## config.mk

```make
export PLATFORM = sky130hd
export DESIGN_NAME = rom_dl_sequencer
export DESIGN_NICKNAME = d
export VERILOG_FILES = /design/src/rtl/rom_dl_sequencer.sv
export SDC_FILE = /design/constraint.sdc
export NUM_CORES = 1
export LEC_CHECK = 0
export CORE_MARGIN = 5
export CORE_UTILIZATION = 40
export CTS_CLUSTER_SIZE = 10
export DETAILED_ROUTE_END_ITERATION = 8
export PLACE_DENSITY = 0.61
export SYNTH_ARGS = -nofsm -noshare
export SYNTH_HDL_FRONTEND = slang
export SYNTH_SLANG_ARGS = --single-unit
```

## constraint.sdc

```tcl
create_clock -name MCLK -period 2.1 [get_ports MCLK]
set_input_delay 0.315 -clock MCLK [delete_from_list [all_inputs] [get_ports MCLK]]
set_output_delay 0.315 -clock MCLK [all_outputs]
set_load 0.005 [all_outputs]
```

## src/rtl/rom_dl_sequencer.sv

```systemverilog
// Transmit side of the DLROM download bus: buffers an incoming byte stream and replays it as paced
// single-cycle ROMEN strobes at sequential ROMAD addresses, holding the game in reset until loaded.
module rom_dl_sequencer #(
  parameter int unsigned IMG_SIZE = 79360,
  parameter int unsigned FIFO_LG2 = 2,
  parameter int unsigned WR_GAP   = 2
) (
  input  logic        MCLK,
  input  logic        RESET,
  input  logic        START,
  input  logic        IN_VALID,
  input  logic [7:0]  IN_DATA,
  output logic        IN_READY,
  output logic [16:0] ROMAD,
  output logic [7:0]  ROMDT,
  output logic        ROMEN,
  output logic        BUSY,
  output logic        DONE,
  output logic        OVERRUN,
  output logic [15:0] CHKSUM,
  output logic        GAME_RST
);

  localparam int unsigned       Depth    = 1 << FIFO_LG2;
  localparam logic [FIFO_LG2:0] DepthCnt = (FIFO_LG2 + 1)'(Depth);
  localparam logic [16:0]       LastAddr = 17'(IMG_SIZE - 1);
  localparam logic [2:0]        GapLast  = 3'(WR_GAP - 1);

  typedef enum logic [1:0] {StIdle, StLoad, StDone} state_e;
  typedef enum logic [1:0] {EngWait, EngStrobe, EngGap} eng_e;

  state_e              state_q, state_d;
  eng_e                eng_q, eng_d;
  logic [2:0]          gap_cnt_q, gap_cnt_d;
  logic [16:0]         romad_q, romad_d;
  logic [7:0]          romdt_q, romdt_d;
  logic [15:0]         chksum_q, chksum_d;
  logic                overrun_q, overrun_d;
  logic                game_rst_q, game_rst_d;
  logic                in_ready_q, in_ready_d;
  logic [FIFO_LG2-1:0] wr_ptr_q, wr_ptr_d;
  logic [FIFO_LG2-1:0] rd_ptr_q, rd_ptr_d;
  logic [FIFO_LG2:0]   count_q, count_d;
  logic [7:0]          mem_q [Depth];

  logic push, pop, finish;

  // A byte offered alongside START belongs to no download, so the handshake is suppressed.
  assign IN_READY = in_ready_q & ~START;
  assign push     = IN_VALID & IN_READY & (state_q == StLoad);
  assign pop      = (state_q == StLoad) & (eng_q == EngWait) & (count_q != '0);

  always_comb begin
    state_d   = state_q;
    eng_d     = eng_q;
    gap_cnt_d = gap_cnt_q;
    romad_d   = romad_q;
    romdt_d   = romdt_q;
    chksum_d  = chksum_q;
    overrun_d = overrun_q;
    wr_ptr_d  = wr_ptr_q;
    rd_ptr_d  = rd_ptr_q;
    count_d   = count_q;
    finish    = 1'b0;

    if (push) wr_ptr_d = wr_ptr_q + 1'b1;
    if (pop) begin
      rd_ptr_d = rd_ptr_q + 1'b1;
      romdt_d  = mem_q[rd_ptr_q];
    end
    if (push && !pop) begin
      count_d = count_q + 1'b1;
    end else if (!push && pop) begin
      count_d = count_q - 1'b1;
    end

    if (state_q == StLoad) begin
      unique case (eng_q)
        EngWait: if (pop) eng_d = EngStrobe;
        EngStrobe: begin
          chksum_d = chksum_q + {8'h00, romdt_q};
          if (WR_GAP == 0) begin
            finish = 1'b1;
          end else begin
            eng_d     = EngGap;
            gap_cnt_d = '0;
          end
        end
        EngGap: begin
          if (gap_cnt_q == GapLast) finish = 1'b1;
          else gap_cnt_d = gap_cnt_q + 1'b1;
        end
        default: eng_d = EngWait;
      endcase
    end

    if (finish) begin
      eng_d = EngWait;
      if (romad_q == LastAddr) begin
        state_d = StDone;
        // Bytes still buffered have no address left to go to: drop them and flag it.
        if (count_d != '0) overrun_d = 1'b1;
        wr_ptr_d = '0;
        rd_ptr_d = '0;
        count_d  = '0;
      end else begin
        romad_d = romad_q + 17'd1;
      end
    end

    if ((state_q == StDone) && IN_VALID && IN_READY) overrun_d = 1'b1;

    if (START) begin
      state_d   = StLoad;
      eng_d     = EngWait;
      gap_cnt_d = '0;
      romad_d   = '0;
      romdt_d   = '0;
      chksum_d  = '0;
      overrun_d = 1'b0;
      wr_ptr_d  = '0;
      rd_ptr_d  = '0;
      count_d   = '0;
    end

    game_rst_d = START | (state_q != StDone);

    case (state_d)
      StLoad:  in_ready_d = (count_d != DepthCnt);
      StDone:  in_ready_d = 1'b1;
      default: in_ready_d = 1'b0;
    endcase
  end

  always_ff @(posedge MCLK or posedge RESET) begin
    if (RESET) begin
      state_q    <= StIdle;
      eng_q      <= EngWait;
      gap_cnt_q  <= '0;
      romad_q    <= '0;
      romdt_q    <= '0;
      chksum_q   <= '0;
      overrun_q  <= 1'b0;
      game_rst_q <= 1'b1;
      in_ready_q <= 1'b0;
      wr_ptr_q   <= '0;
      rd_ptr_q   <= '0;
      count_q    <= '0;
    end else begin
      state_q    <= state_d;
      eng_q      <= eng_d;
      gap_cnt_q  <= gap_cnt_d;
      romad_q    <= romad_d;
      romdt_q    <= romdt_d;
      chksum_q   <= chksum_d;
      overrun_q  <= overrun_d;
      game_rst_q <= game_rst_d;
      in_ready_q <= in_ready_d;
      wr_ptr_q   <= wr_ptr_d;
      rd_ptr_q   <= rd_ptr_d;
      count_q    <= count_d;
    end
  end

  always_ff @(posedge MCLK) begin
    if (push) mem_q[wr_ptr_q] <= IN_DATA;
  end

  assign ROMAD    = romad_q;
  assign ROMDT    = romdt_q;
  assign ROMEN    = (eng_q == EngStrobe);
  assign BUSY     = (state_q == StLoad);
  assign DONE     = (state_q == StDone);
  assign OVERRUN  = overrun_q;
  assign CHKSUM   = chksum_q;
  assign GAME_RST = game_rst_q;

endmodule
```

# Word-level counts from Yosys, hierarchy flattened
# Memories as Yosys holds them, arrays and structs flattened.
# Cells that the tools add are included.
totals:
  output_inout_bits: 47
  latch_bits: 0
  memories: 1
  reg_bits: 58
  rom_bits: 0
  wordCells: 108
  input_bits: 12
  mem_bits_rw: 32
memory_table:
  columns: ["memory", "words", "width", "read_ports", "rd_ports_with_merged_regs", "write_ports", "line_no", "source"]
  rows:
  - ["mem_q", 4, 8, 1, 0, 1, "44", "logic [7:0] mem_q [Depth];"]
op_classes:
  reduce_logical: 23
  div_mod_pow: 0
  n_bitwise: 7
  mux: 44
  n_shift: 0
  add_sub_neg: 7
  order_cmp: 0
  n_mul: 0
  eq_ne: 14
ops:
  columns: ["operator", "n"]
  rows:
  - ["17-bit 2-to-1 mux", 3]
  - ["16-bit 2-to-1 mux", 3]
  - ["2-bit 2-to-1 mux", 15]
  - ["3-bit 2-to-1 mux", 8]
  - ["3-bit nonzero test", 7]
  - ["17-bit by 1-bit adder with 17-bit output (second input constant)", 1]
  - ["17-bit == test (second input constant)", 1]
  - ["16-bit by 8-bit adder with 16-bit output", 1]
  - ["8-bit 2-to-1 mux", 2]
  - ["1-bit 2-to-1 mux", 10]
  - ["3-bit inequality test (second input constant)", 3]
  - ["3-bit AND reduction", 3]
  - ["2-bit nonzero test", 4]
  - ["3-bit by 1-bit adder with 3-bit output (second input constant)", 2]
  - ["2-bit by 1-bit == test with 1-bit output (second input constant)", 3]
  - ["2-bit == test (second input constant)", 3]
  - ["2-bit case mux with 3 select lines", 1]
  - ["3-bit case mux with 2 select lines", 1]
  - ["1-bit AND", 5]
  - ["2-bit by 1-bit adder with 2-bit output (second input constant)", 2]
  - ["1-bit logical AND", 4]
  - ["2-bit inequality test (second input constant)", 2]
  - ["4-bit inequality test (second input constant)", 1]
  - ["2-bit AND reduction", 2]
  - ["other kinds (7)", 8]

# Longest topological paths before layout
logic_depth:
  word_depth: 14
  depth_mapped: 11
  depth_no_buf: 11

# Least setup slack after synthesis
# Ideal clock, no wire load.
synth_path:
  path_type: "register -> register"
  start: "register romad_q[0] (netlist: ROMAD[0])"
  end: "register in_ready_q"
  synth_period_minus_slack_ns: 2.313
  setup_slack_ns: -0.213
  required_time_ns: 1.971
  path_buffers: 1
  t_arrival_ns: 2.183
  setup_ns: 0.129
  stages_incl_launch_ff: 10
  path_cell_list: "dfrtp_1 -> ha_1 -> and2_1 -> and2_1 -> buf_6 -> a21oi_1 -> a211o_2 -> inv_1 -> ha_1 -> o41a_1"
synth_via:
  elab_chain_len: 6
  word_cells_on_any_way: 11
synth_rtl:
  columns: ["element", "line_no", "source"]
  rows:
  - ["start: declaration", "35", "logic [16:0] romad_q, romad_d;"]
  - ["start signal: assignment", "153", "romad_q <= romad_d;"]
  - ["17-bit == test *", "99", "if (romad_q == LastAddr) begin"]
  - ["2-bit 2-to-1 mux *", "99", null]
  - ["2-bit 2-to-1 mux *", "97", "if (finish) begin"]
  - ["2-bit 2-to-1 mux *", "113", "if (START) begin"]
  - ["via state_d[0]", "32", "state_e state_q, state_d;"]
  - ["2-bit == test or 2-bit by 1-bit == test with 1-bit output (tied branches)", "128", "case (state_d)"]
  - ["1-bit case mux with 2 select lines *", "128", null]
  - ["via in_ready_d", "40", "logic in_ready_q, in_ready_d;"]
  - ["end signal: assignment", "158", "in_ready_q <= in_ready_d;"]
  - ["end: declaration", "40", null]
# Mark *: on every way through the listed nets, which the timed path passes. The rest lies on a longest branch.
# A chain may end at the register's enable or synchronous reset.

# Final worst setup path
layout_path:
  start: "register eng_q[0]"
  end: "register in_ready_q"
layout_via:
  elab_chain_len: 11
  word_cells_on_any_way: 20
layout_rtl:
  columns: ["element", "line_no", "source"]
  rows:
  - ["start: declaration", "33", "eng_e eng_q, eng_d;"]
  - ["start signal: assignment", "138", "eng_q <= EngWait;"]
  - ["start signal: assignment", "151", "eng_q <= eng_d;"]
  - ["2-bit logical NOT", "51", "assign pop = (state_q == StLoad) & (eng_q == EngWait) & (count_q != '0);"]
  - ["1-bit AND (2 in series)", "51", null]
  - ["1-bit logical AND or 1-bit logical NOT (tied branches)", "73, 71", null]
  - ["3-bit 2-to-1 mux or 1-bit logical AND (tied branches)", "73, 71", null]
  - ["3-bit 2-to-1 mux", "71", "if (push && !pop) begin"]
  - ["3-bit 2-to-1 mux", "99", null]
  - ["3-bit 2-to-1 mux", "97", null]
  - ["3-bit 2-to-1 mux", "113", null]
  - ["3-bit inequality test", "129", "StLoad: in_ready_d = (count_d != DepthCnt);"]
  - ["1-bit case mux with 2 select lines *", "128", null]
  - ["via in_ready_d", "40", null]
# Marks and branches as above.

==> results.json <==
{
  "status": "finished, final reports clean",
  "worst-path-max-fanout": 5,
  "syn_nets": 449,
  "crit_family": "compound AO/OA/AOI/OAI gates",
  "path_buf_inv": 0,
  "finalCriticalPeriod_ns": 2.07,
  "area_growth_pct": 33.0,
  "dpl-instance-area_mm2": 0.00575,
  "cp_cell_sequence": "or4b_4, o211ai_4, o22ai_2, xnor2_2, o41a_1",
  "netlist_area_mm2": 0.00467,
  "cts_root_buf": "clkbuf_16",
  "finalSetupViolCount": 0,
  "grt_pass1_vias": 3576,
  "io-pin-count": 59,
  "timing.hold.ws_ns": 0.306,
  "cp_slowest_cell": "or4b_4",
  "cp-end-kind": "flip-flop",
  "cts.sinks": 90,
  "grt_util_all_layers_pct": 15.6,
  "clk_latency_ns": 0.34,
  "synth_cells": 416,
  "dieArea_mm2": 0.0139,
  "crit_type": "flip-flop to flip-flop",
  "p_leak_nw": 2.56,
  "crit_arrival_ns": 2.28,
  "vias": 3477,
  "place.detailed.hpwl_mm": 7.60,
  "regToRegStartpoint": "eng_q[0]$_DFFE_PP0P_",
  "cts.clk_slew.worst_paths_ns": 0.07,
  "drive_gt1_share_pct": 23.5,
  "finalCritPeriodShare_pct": 98.4,
  "crit_required_ns": 2.32,
  "cts_buffer_depth": 2,
  "setup_ws_ns": 0.0345,
  "first_pass_iters": 4,
  "antenna_found_initial": 0,
  "slew_headroom_pct": 63.0,
  "wire_per_inst_um": 15.6,
  "reg2regPathDepth": 5,
  "fmax_ghz": 0.484,
  "initial_core_util_pct": 40.9,
  "tns_ns": 0,
  "die_h_um": 118,
  "fp.coreArea_mm2": 0.0114,
  "ant_nets": 0,
  "worstMarginPinSlew_ns": 0.556,
  "synthArstFlopShare_pct": 64.4,
  "hold_viol": 0,
  "grt_max_degree": 41,
  "vdd_drop_max_v": 0.000459,
  "htreeDepth": 3,
  "final_area_mm2": 0.00621,
  "clock_skew_ns": 0.00672,
  "die_x_um": 118,
  "cts_tree": "built",
  "routed_wl_mm": 10.5,
  "cts_buffers": 9,
  "final_max_slew_viol_count": 0,
  "holdBufCountCts": 0,
  "r2r_slack_ns": 0.03,
  "grt_pass1_wl_mm": 17.8,
  "avgSynthCellArea_um2": 11.2,
  "synth-main-ff-cell": "dfrtp_1",
  "start_kind": "flip-flop",
  "yosys_register_bits": 90,
  "drv_cap": 0,
  "post-place-ws_ns": -0.0190,
  "synth_edf_count": 32,
  "gr-total-overflow": 0,
  "row_count": 39,
  "rsz0062_at_grt": "yes",
  "max_stage_delay_ns": 0.56,
  "drc": 0,
  "hp-class": "input port to asynchronous set/reset pin",
  "synth.distinct_cells": 61,
  "n_antenna_cell": 0,
  "port_buffers": 58,
  "yosysSeqAreaShare_pct": 51.7,
  "gp_congestion": 0.820,
  "avgViaCountPerCell": 5.18,
  "powerDensity_mw_per_mm2": 939,
  "r2r_end": "in_ready_q$_DFF_PP0_",
  "first_iter_violations": 183,
  "ys_warn_count": 0,
  "nNetsFinal": 556
}
[what timing repair did]
| item | in CTS | in global routing |
|---|---|---|
| setup endpoints to repair | 2 | 15 |
| buffers inserted | 2 | 6 |
| gates resized for setup | 12 | 14 |
| pin swaps | 8 | 13 |
[placed cells by master, fill, tap and decap left out, types with 4 or more instances in the layout]
cell             count
ha_1                16
edfxtp_1            32
nor2b_1              6
clkbuf_16            9
clkdlybuf4s50_1     57
inv_1               12
mux4_2               8
a21o_1               8
a21oi_1             28
nor3_1               8
xnor2_1             25
a211oi_1             7
buf_4               49
dfrtp_1             55
mux2i_1              5
inv_2                4
and3_1              11
inv_6                4
nand3_1             10
nand2_1             43
nor2_1              41
[per-layer routing]
metal	global-route usage (%)	share of wire, %	up-vias
li1	-	-	1726
met1	20.4	46	1694
met2	25.6	49	48
met3	3.60	3.5	9
met4	5.02	1.1	0
met5	0	0	-
[power breakdown]
group / switching [mW] / leakage, nW / internal, mW / total (mW)
Sequential: 0.211 / 1.07 / 2.01 / 2.22
Clock: 0.721 / 0.151 / 0.944 / 1.67
Combinational: 0.964 / 1.33 / 0.980 / 1.94
Total: 1.90 / 2.56 / 3.93 / 5.83
[flip-flops by register name (all words and copies together), names as in the netlist]
signal      count
ROMAD          17
count_q         3
eng_q           2
ROMDT           8
gap_cnt_q       3
state_q         2
mem_q          32
wr_ptr_q        2
in_ready_q      1
CHKSUM         16
GAME_RST        1
rd_ptr_q        2
OVERRUN         1
[worst max-delay path by stage]
stage	slack, ns	cells past startpoint	to	startpoint
after global routing	-0.04	8	CHKSUM[10]$_DFFE_PP0P_	ROMDT[0]$_DFFE_PP0N_
after detailed placement	-0.02	7	in_ready_q$_DFF_PP0_	ROMAD[11]$_DFFE_PP0P_
final	0.03	5	in_ready_q$_DFF_PP0_	eng_q[0]$_DFFE_PP0P_
after CTS	0.002	9	in_ready_q$_DFF_PP0_	ROMAD[15]$_DFFE_PP0P_
after floorplan	-0.05	9	in_ready_q$_DFF_PP0_	ROMAD[0]$_DFFE_PP0P_
after global placement	0.003	9	ROMAD[9]$_DFFE_PP0P_	gap_cnt_q[1]$_DFFE_PP0P_
[cell families after synthesis]
family	Yosys count	share of synthesized area, %
buffers and inverters	30	2.65
and+or+nand+nor	157	17.3
xor gates and xnor gates	28	5.42
AOI/OAI and AO/OA	74	11.4
DFF	90	51.7
adders and majority gates	21	5.79
muxes	16	5.66
[synth_stat cells (4+ instances only)]
cell      count  area [µm²]
dfrtp_1      57        1430
nand2_1      44         165
nor2_1       43         161
edfxtp_1     32         961
a21oi_1      31         155
xnor2_1      25         219
ha_1         20         250
inv_1        15        56.3
and3_1       12        75.1
nand3_1      11        55.1
a211oi_1      9        67.6
nor3_1        9        45.0
a21o_1        8        60.1
clkbuf_1      8        30.0
mux4_2        8         180
nor2b_1       7        43.8
mux2i_1       5        50.1
and2_1        4        25.0
o21ai_0       4        20.0
[area by class of cell]
type / count / area, µm²
Clock buffer: 9 / 225
Clock inverter: 7 / 80.1
Fill cell: 1013 / 5210
Inverter: 16 / 60.1
Multi-Input combinational cell: 296 / 2240
Sequential cell: 90 / 2420
Tap cell: 143 / 179
Timing Repair Buffer: 110 / 1000
[through the flow]
step / util (%) / power [mW] / instances
final: 54.4 / 5.83 / 671
after global routing: 54.4 / 6.19 / 671
after CTS: 53.6 / 5.86 / 665
after detailed placement: 50.3 / 4.17 / 647
after global placement: 50.3 / 4.14 / 647
after floorplan: - / 3.40 / 416
Note: power is estimated with default switching activity, not from simulation.
